==> config.mk <==
export PLATFORM = sky130hd
export DESIGN_NAME = j1_io_uart
export DESIGN_NICKNAME = d
export VERILOG_FILES = /design/src/rtl/j1_io_uart_pkg.sv /design/src/rtl/j1_uart_rx.sv /design/src/rtl/j1_io_uart.sv
export SDC_FILE = /design/constraint.sdc
export NUM_CORES = 1
export LEC_CHECK = 0
export CAP_MARGIN = 5
export CORE_MARGIN = 2
export CORE_UTILIZATION = 54
export DETAILED_ROUTE_END_ITERATION = 16
export PLACE_DENSITY_LB_ADDON = 0.2
export REMOVE_ABC_BUFFERS = 1
export SLEW_MARGIN = 20
export SYNTH_ARGS = -nofsm -noshare
export SYNTH_HDL_FRONTEND = slang
export SYNTH_SLANG_ARGS = --single-unit
==> constraint.sdc <==
create_clock -name clk -period 3.25 [get_ports clk]
set_clock_uncertainty 0.2 [all_clocks]
set_input_delay 0.4875 -clock clk [delete_from_list [all_inputs] [get_ports clk]]
set_output_delay 0.4875 -clock clk [all_outputs]
set_load 0.1 [all_outputs]
==> src/rtl/j1_io_uart_pkg.sv <==
// Shared I/O map, status bit positions and FSM encodings for the J1 UART peripheral.
package j1_io_uart_pkg;

    localparam int WIDTH = 16;

    localparam logic [15:0] A_DATA = 16'h1000;
    localparam logic [15:0] A_STAT = 16'h2000;
    localparam int ADDR_DATA_BIT = 12;
    localparam int ADDR_STAT_BIT = 13;

    localparam int ST_TX_READY  = 0;
    localparam int ST_RX_VALID  = 1;
    localparam int ST_OVERRUN   = 2;
    localparam int ST_FRAME_ERR = 3;

    localparam logic [1:0] S_IDLE  = 2'd0;
    localparam logic [1:0] S_START = 2'd1;
    localparam logic [1:0] S_DATA  = 2'd2;
    localparam logic [1:0] S_STOP  = 2'd3;

    function automatic int baud_div(input int clkfreq, input int baud);
        return clkfreq / baud;
    endfunction

endpackage

==> src/rtl/j1_uart_rx.sv <==
// 8N1 receiver: 2-flop synchroniser, mid-bit sampling FSM, one-cycle done / frame-error pulses.
module j1_uart_rx
    import j1_io_uart_pkg::*;
#(
    parameter int DIV = 16
) (
    input  logic       clk,
    input  logic       resetq,
    input  logic       uart_rx,
    output logic [7:0] rx_data,
    output logic       rx_done,
    output logic       rx_ferr
);

    localparam int CW = (DIV > 1) ? $clog2(DIV) : 1;
    localparam logic [CW-1:0] FULL = CW'(DIV - 1);
    localparam logic [CW-1:0] HALF = CW'(DIV / 2 - 1);

    logic          rx_meta, rx_sync, rx_prev;
    logic [1:0]    state, state_d;
    logic [CW-1:0] cnt, cnt_d;
    logic [2:0]    bit_idx, bit_idx_d;
    logic [7:0]    shift, shift_d;
    logic          done_d, ferr_d;
    logic          bit_end;

    // Synchronisers reset high so the idle line never looks like a start edge.
    always_ff @(posedge clk or negedge resetq) begin
        if (!resetq) begin
            rx_meta <= 1'b1;
            rx_sync <= 1'b1;
            rx_prev <= 1'b1;
        end else begin
            rx_meta <= uart_rx;
            rx_sync <= rx_meta;
            rx_prev <= rx_sync;
        end
    end

    assign bit_end = (cnt == '0);

    always_comb begin
        // NOTE: every variable gets a default here so no path leaves it unassigned (no latches).
        state_d   = state;
        cnt_d     = cnt;
        bit_idx_d = bit_idx;
        shift_d   = shift;
        done_d    = 1'b0;
        ferr_d    = 1'b0;
        case (state)
            S_IDLE: if (rx_prev && !rx_sync) begin
                state_d = S_START;
                cnt_d   = HALF;
            end
            S_START: if (!bit_end) cnt_d = cnt - CW'(1);
            else if (rx_sync) state_d = S_IDLE;
            else begin
                state_d   = S_DATA;
                cnt_d     = FULL;
                bit_idx_d = 3'd0;
            end
            S_DATA: if (!bit_end) cnt_d = cnt - CW'(1);
            else begin
                shift_d   = {rx_sync, shift[7:1]};
                cnt_d     = FULL;
                bit_idx_d = bit_idx + 3'd1;
                if (bit_idx == 3'd7) state_d = S_STOP;
            end
            default: if (!bit_end) cnt_d = cnt - CW'(1);
            else begin
                state_d = S_IDLE;
                done_d  = rx_sync;
                ferr_d  = !rx_sync;
            end
        endcase
    end

    // NOTE: sequential state uses non-blocking assignments so every flop samples pre-edge values.
    always_ff @(posedge clk or negedge resetq) begin
        if (!resetq) begin
            state   <= S_IDLE;
            cnt     <= '0;
            bit_idx <= 3'd0;
            shift   <= 8'h00;
            rx_done <= 1'b0;
            rx_ferr <= 1'b0;
        end else begin
            state   <= state_d;
            cnt     <= cnt_d;
            bit_idx <= bit_idx_d;
            shift   <= shift_d;
            rx_done <= done_d;
            rx_ferr <= ferr_d;
        end
    end

    assign rx_data = shift;

endmodule

==> src/rtl/j1_io_uart.sv <==
// Memory-mapped 8N1 UART on the J1 I/O port: TX holding register + shifter, RX buffer, status flags.
module j1_io_uart
    import j1_io_uart_pkg::*;
#(
    parameter int CLKFREQ = 48000000,
    parameter int BAUD    = 115200
) (
    input  logic             clk,
    input  logic             resetq,
    input  logic             io_wr,
    input  logic             io_rd,
    input  logic [15:0]      mem_addr,
    input  logic [WIDTH-1:0] dout,
    output logic [WIDTH-1:0] io_din,
    input  logic             uart_rx,
    output logic             uart_tx
);

    localparam int DIV = baud_div(CLKFREQ, BAUD);
    localparam int CW  = (DIV > 1) ? $clog2(DIV) : 1;
    localparam logic [CW-1:0] FULL = CW'(DIV - 1);

    logic          sel_data, sel_stat, wr_data, wr_stat, pop;
    logic          hold_full, hold_full_d, tx_ready;
    logic [7:0]    hold_byte;
    logic [1:0]    tx_state, tx_state_d;
    logic [CW-1:0] tx_cnt, tx_cnt_d;
    logic [2:0]    tx_bit, tx_bit_d;
    logic [7:0]    tx_shift, tx_shift_d;
    logic          tx_line_d, tx_bit_end;

    logic [7:0]    rx_data, rx_byte;
    logic          rx_done, rx_ferr;
    logic          rx_valid, overrun, frame_err, rx_store, overrun_set;
    logic          unused_ok;

    assign sel_data = mem_addr[ADDR_DATA_BIT];
    assign sel_stat = mem_addr[ADDR_STAT_BIT];
    assign wr_data  = io_wr & sel_data;
    assign wr_stat  = io_wr & sel_stat;
    assign pop      = io_rd & sel_data;
    assign tx_ready = ~hold_full;
    assign unused_ok = &{1'b0, mem_addr[15:14], mem_addr[11:0], dout[WIDTH-1:8]};

    assign tx_bit_end = (tx_cnt == '0);

    always_comb begin
        tx_state_d  = tx_state;
        tx_cnt_d    = tx_cnt;
        tx_bit_d    = tx_bit;
        tx_shift_d  = tx_shift;
        hold_full_d = hold_full;
        case (tx_state)
            S_IDLE: ;
            S_START: if (!tx_bit_end) tx_cnt_d = tx_cnt - CW'(1);
            else begin
                tx_state_d = S_DATA;
                tx_cnt_d   = FULL;
                tx_bit_d   = 3'd0;
            end
            S_DATA: if (!tx_bit_end) tx_cnt_d = tx_cnt - CW'(1);
            else begin
                tx_cnt_d   = FULL;
                tx_shift_d = {1'b0, tx_shift[7:1]};
                tx_bit_d   = tx_bit + 3'd1;
                if (tx_bit == 3'd7) tx_state_d = S_STOP;
            end
            default: if (!tx_bit_end) tx_cnt_d = tx_cnt - CW'(1);
            else tx_state_d = S_IDLE;
        endcase
        // Holding register is drained whenever the shifter would otherwise go idle,
        // so a byte queued during STOP starts its frame with no idle gap.
        if (hold_full && (tx_state == S_IDLE || (tx_state == S_STOP && tx_bit_end))) begin
            tx_state_d  = S_START;
            tx_cnt_d    = FULL;
            tx_shift_d  = hold_byte;
            hold_full_d = 1'b0;
        end
        if (wr_data && !hold_full) hold_full_d = 1'b1;
        case (tx_state_d)
            S_START: tx_line_d = 1'b0;
            S_DATA:  tx_line_d = tx_shift_d[0];
            default: tx_line_d = 1'b1;
        endcase
    end

    always_ff @(posedge clk or negedge resetq) begin
        if (!resetq) begin
            tx_state  <= S_IDLE;
            tx_cnt    <= '0;
            tx_bit    <= 3'd0;
            tx_shift  <= 8'h00;
            hold_full <= 1'b0;
            hold_byte <= 8'h00;
            uart_tx   <= 1'b1;
        end else begin
            tx_state  <= tx_state_d;
            tx_cnt    <= tx_cnt_d;
            tx_bit    <= tx_bit_d;
            tx_shift  <= tx_shift_d;
            hold_full <= hold_full_d;
            uart_tx   <= tx_line_d;
            if (wr_data && !hold_full) hold_byte <= dout[7:0];
        end
    end

    j1_uart_rx #(.DIV(DIV)) u_rx (
        .clk     (clk),
        .resetq  (resetq),
        .uart_rx (uart_rx),
        .rx_data (rx_data),
        .rx_done (rx_done),
        .rx_ferr (rx_ferr)
    );

    // A same-edge pop frees the buffer, so the new byte loads without flagging overrun.
    assign rx_store    = rx_done & (~rx_valid | pop);
    assign overrun_set = rx_done & rx_valid & ~pop;

    always_ff @(posedge clk or negedge resetq) begin
        if (!resetq) begin
            rx_byte   <= 8'h00;
            rx_valid  <= 1'b0;
            overrun   <= 1'b0;
            frame_err <= 1'b0;
        end else begin
            if (rx_store) rx_byte <= rx_data;
            rx_valid  <= rx_store | (rx_valid & ~pop);
            overrun   <= overrun_set | (overrun & ~(wr_stat & dout[ST_OVERRUN]));
            frame_err <= rx_ferr | (frame_err & ~(wr_stat & dout[ST_FRAME_ERR]));
        end
    end

    always_comb begin
        io_din = '0;
        if (sel_data) begin
            io_din[7:0] = rx_byte;
        end else if (sel_stat) begin
            io_din[ST_FRAME_ERR] = frame_err;
            io_din[ST_OVERRUN]   = overrun;
            io_din[ST_RX_VALID]  = rx_valid;
            io_din[ST_TX_READY]  = tx_ready;
        end
    end

endmodule
Yosys cells after proc, flatten, opt, wreduce, memory -nomap -nowiden
Cells that the tools add are included.

word-level totals
  register bits = 70
  latch bits = 0
  bits in writable memories = 0
  ROM bits = 0
  input bits = 37
  output and inout port bits = 17
  memories = 0

cells by class
  add/sub/neg operators = 4
  multiply operators = 0
  divide/modulo/power cells = 0
  order comparisons = 0
  equal/unequal tests = 20
  shifts and indexed selects = 0
  multiplexer cells = 43
  bitwise logic cells = 20
  reductions and logical operators = 26

operators with widths
  cell                 number
  $mux 9               8
  $pmux 9 s3           1
  $mux 8               3
  $mux 2               11
  $logic_not 9->1      2
  $pmux 9 s2           1
  $sub 9x1->9 const B  2
  $mux 3               5
  $mux 4               3
  $pmux 2 s3           2
  $pmux 3 s2           2
  $reduce_bool 2->1    6
  $and 1x1->1          11
  $ne 2x1->1 const B   5
  $eq 2x2->1 const B   4
  $add 3x1->3 const B  2
  $eq 2x1->1 const B   3
  $eq 3x3->1 const B   2
  $mux 1               6
  $ne 2x2->1 const B   3
  $reduce_and 2->1     3
  $reduce_and 3->1     2
  $not 1->1            5
  $reduce_and 5->1     1
  12 further kinds     20

Depth between registers and ports, before layout
  depth after elaboration = 7
  depth in mapped cells = 8
  gate-level depth less buffers = 7

By module
From an unflattened synthesis, not the netlist that was laid out.

unflattened totals
  cell total of the unflattened synthesis = 356
  area, all modules = 3,759.9 µm²

by module, submodules not included
  module      instances  cells each  area an instance (µm²)  sequential area each (µm²)
  j1_io_uart  1          206         2,204.6                 1,077.3
  j1_uart_rx  1          150         1,555.2                 679.4

Least setup slack after synthesis
OpenSTA, ideal clock, no wires.

  path kind = input-to-output
  from = input port mem_addr[12]
  to = output port io_din[0]
  arrival = 2.783 ns
  required time = 2.562 ns
  path slack = -0.220 ns
  stages = 2
  buffers on the path = 1
  path through = clkbuf_1 o21ai_0

between the ends
  cells in the longest elaborated chain, start to end = 1

RTL lines
  what                line               text
  start: declaration  j1_io_uart.sv:12   input logic [15:0] mem_addr,
  $mux 4              j1_io_uart.sv:136  if (sel_data) begin
  end: declaration    j1_io_uart.sv:14   output logic [WIDTH-1:0] io_din,

No other way between the ends.

Final worst setup path
  from = register u_rx.cnt[0]
  to = register u_rx.cnt[4]

between the ends
  cells in the longest elaborated chain, start to end = 3
  elaborated cells on any way between the ends = 9
  classes of those cells = add/sub (1); eq/ne (2); mux (4); reduce/logical (2)

RTL lines
  what                                            line              text
  start: declaration                              j1_uart_rx.sv:21  logic [CW-1:0] cnt, cnt_d;
  start signal: assignment                        j1_uart_rx.sv:89  cnt <= cnt_d;
  $sub 9x1->9 or $logic_not 9->1 (tied branches)  n/a
  $mux 9, or another cell as far along            j1_uart_rx.sv:69  default: if (!bit_end) cnt_d = cnt - CW'(1);
  $pmux 9 s3 or $reduce_and 3->1 (tied branches)  n/a

Several ways; a longest one is shown, not always the timed one. The select of a mux whose other input is x is not followed.
A chain may end at the register's enable or synchronous reset.

==> flow_summary.yaml <==
cts:
  root_buffer: "clkbuf_8"
  cts_resized: 0
  cts_tree: "built"
  cts_buffer_depth: 2
  cts-htree-levels: 3
  post-cts-setup-buffers: 0
  cts-buffers-inserted: 9
  cts_hold_buf: 0
  clock_latency_ns: 0.34
  clk_pin_slew_ns: 0.07
  cts.sinks: 70
timing:
  rsz0062_at_grt: "false"
  post-route-period-util: 0.8108
  slew_viol_final: 0
  setup_tns_ns: 0
  worst_slew_pin_slew_ns: 0.8593
  min_period_ns: 2.635
  slew_headroom: 0.4271
  timing.hold.ws_ns: 0.01823
  fmax_ghz: 0.3795
  setup_viol: 0
  hold_viol: 0
job:
  cap_violations: 0
pwr:
  powerDensity_nw_per_um2: 579.5
  peakVddDrop_uv: 470.6
  p_leak_uw: 0.001929
synth:
  synthDistinctLibCells: 56
  synth_common_cells: "dfrtp_1, nand2_1, o21ai_0"
  synthTopCellsByArea: "dfrtp_1, ha_1, mux2_2"
  netlist_instances: 349
  synth_area_leader_cell: "dfrtp_1"
  ys_seq_area_frac: 0.4932
  synthArstFlopShare: 1.000
  synth_top_area_frac: 0.4636
  yosys_warnings: 0
  ys_ff_latch: 70
  synth-edff-count: 0
  syn_area_sq_um: 3562
  syn_avg_cell_area_sq_um: 10.21
  synth_most_common_cell: "dfrtp_1"
  ys.flop_type: "dfrtp_1"
min_path:
  hp-class: "in2async"
layout:
  utilization: 0.6412
  multi_input_area_sq_um: 1680
  diodes: 0
  syn2layout_area_growth_pct: 14.30
  nets: 427
  n_fill_cell: 511
  register_area_sq_um: 1757
  layout-drive-gt1-share: 0.1478
route:
  drt_wl_total_um: 6396
  ant_nets: 0
  drt-pass1-iter-count: 7
  vias: 2557
  drc: 0
  vias_per_cell: 5.607
  drt_iter0_markers: 144
  routedWlPerCell_um: 14.03
critical_path:
  criticalPathCategory: "reg2reg"
  path_cells: "inv_1 > ha_1 > or4b_1 > nor4_4 > a21oi_1 > a32o_1"
  reg2regPathDepth: 6
  cp_max_fo: 9
  required_ns: 3.29
  critPathBufInv: 1
  critPathTopFamily: "simple AND/OR/NAND/NOR gates"
  r2r_end: "u_rx.cnt[4]"
  r2r_start: "u_rx.cnt[0]"
  cp-end-kind: "register"
  slowest_stage: "or4b_1"
  cp-start-kind: "register"
  arrival_ns: 2.67
  reg2reg_slack_ns: 0.61
  slowest_delay_ns: 0.60
floorplanning:
  core_sq_um: 6350
  die_y_um: 85.22
  start_util: 0.5610
  fp.dieW_um: 85.22
  die-area_sq_um: 7262
  io_pins: 54
  rows: 29
global_routing:
  grt_max_degree: 37
  antenna_found_initial: 0
  track_usage: 0.1975
  gr-total-overflow: 0
  first_global_vias: 2463
  grt_pass1_wl_um: 11250
placement:
  hpwl_um: 4563
  port_buffers: 23
  gp_congestion: 0.8028
outcome:
  outcome: "completed"
==> where the power goes <==
part           total (uW)  switching, uW  internal [uW]
combinational         669            409            260
sequential           1100            101            998
clock                 591            316            275
==> logic make-up after synthesis <==
| group | after synthesis | share of synthesized area |
|---|---|---|
| DFF | 70 | 0.4931 |
| adders and majority gates | 16 | 0.05620 |
| and+or+nand+nor | 123 | 0.1809 |
| AOI/OAI and AO/OA | 80 | 0.1454 |
| muxes | 24 | 0.07341 |
| xor gates and xnor gates | 3 | 0.007378 |
| other | 1 | 0.001053 |
| buffers and inverters | 32 | 0.04250 |
==> per-stage QoR <==
step	setup WS, ns	cell area [sq um]	std cells	power, uW
after global routing	0.3812	4071	456	2529
after detailed placement	0.6292	3913	440	1781
after global placement	0.6499	3913	440	1750
after floorplan	-0.07155	3493	339	1613
final	0.6149	4071	456	2359
after CTS	0.6059	4071	456	2378
==> flip-flops by register name, summed over array words and instances (netlist names), 2 cells and up <==
name and count:
hold_byte 8, rx_byte 8, tx_bit 3, tx_cnt 9
tx_shift 8, tx_state 2, u_rx.bit_idx 3, u_rx.cnt 9
u_rx.rx_data 8, u_rx.state 2
==> cell type report <==
cell class | instances | share of cell area
Clock buffer | 12 | 0.03319
Clock inverter | 4 | 0.005839
Inverter | 15 | 0.01383
Multi-Input combinational cell | 254 | 0.4127
Sequential cell | 70 | 0.4315
Tap cell | 77 | 0.02366
Timing Repair Buffer | 24 | 0.07929
==> layer usage <==
metal  GRT usage  vias up  routed length, um
li1            -     1274                  -
met1      0.2427     1226               2926
met2      0.3331       48               3170
met3     0.04280        9                218
met4     0.09091        0                 80
met5           0        -                  0
==> layout by cell type (no fill, tap or decap), types with 3 or more instances in the layout <==
master           synthesis  routed
clkdlybuf4s50_1          0      13
a21o_1                   3       3
inv_1                   15      15
o41ai_1                  3       3
ha_1                    16      16
mux2_2                  16      16
clkinv_2                 0       3
nand3_1                  6       6
nor2_1                  24      24
nand2b_1                 5       5
dfstp_2                  4       4
o21ai_0                 25      25
dfrtp_1                 66      66
o31ai_1                  4       4
nor2b_1                  3       3
and2_1                   6       6
clkbuf_8                 0       9
buf_12                   0       9
nand2_1                 48      48
mux2i_1                  7       7
and3_1                   3       3
a22o_1                   5       5
o21ai_1                  7       7
nor4_1                   3       3
xor2_1                   3       3
clkbuf_1                 8       3
nor3_1                   5       5
nor3b_1                  3       3
conb_1                   1       8
a21oi_1                 13      13
or4_1                    3       3
==> how the worst max path moves through the flow <==
| stage | startpoint | end | depth (start not counted) | slack [ns] |
|---|---|---|---|---|
| 2_1_floorplan | mem_addr[13] | io_din[0] | 2 | -0.07 |
| 3_3_place_gp | u_rx.cnt[0] | u_rx.cnt[4] | 6 | 0.65 |
| 3_5_place_dp | u_rx.cnt[0] | u_rx.cnt[4] | 6 | 0.63 |
| 4_1_cts | u_rx.cnt[0] | u_rx.cnt[4] | 6 | 0.61 |
| 5_1_grt | u_rx.cnt[0] | u_rx.cnt[0] | 7 | 0.38 |
| 6_report | u_rx.cnt[0] | u_rx.cnt[4] | 6 | 0.61 |
Note: power is estimated with default switching activity, not from simulation.
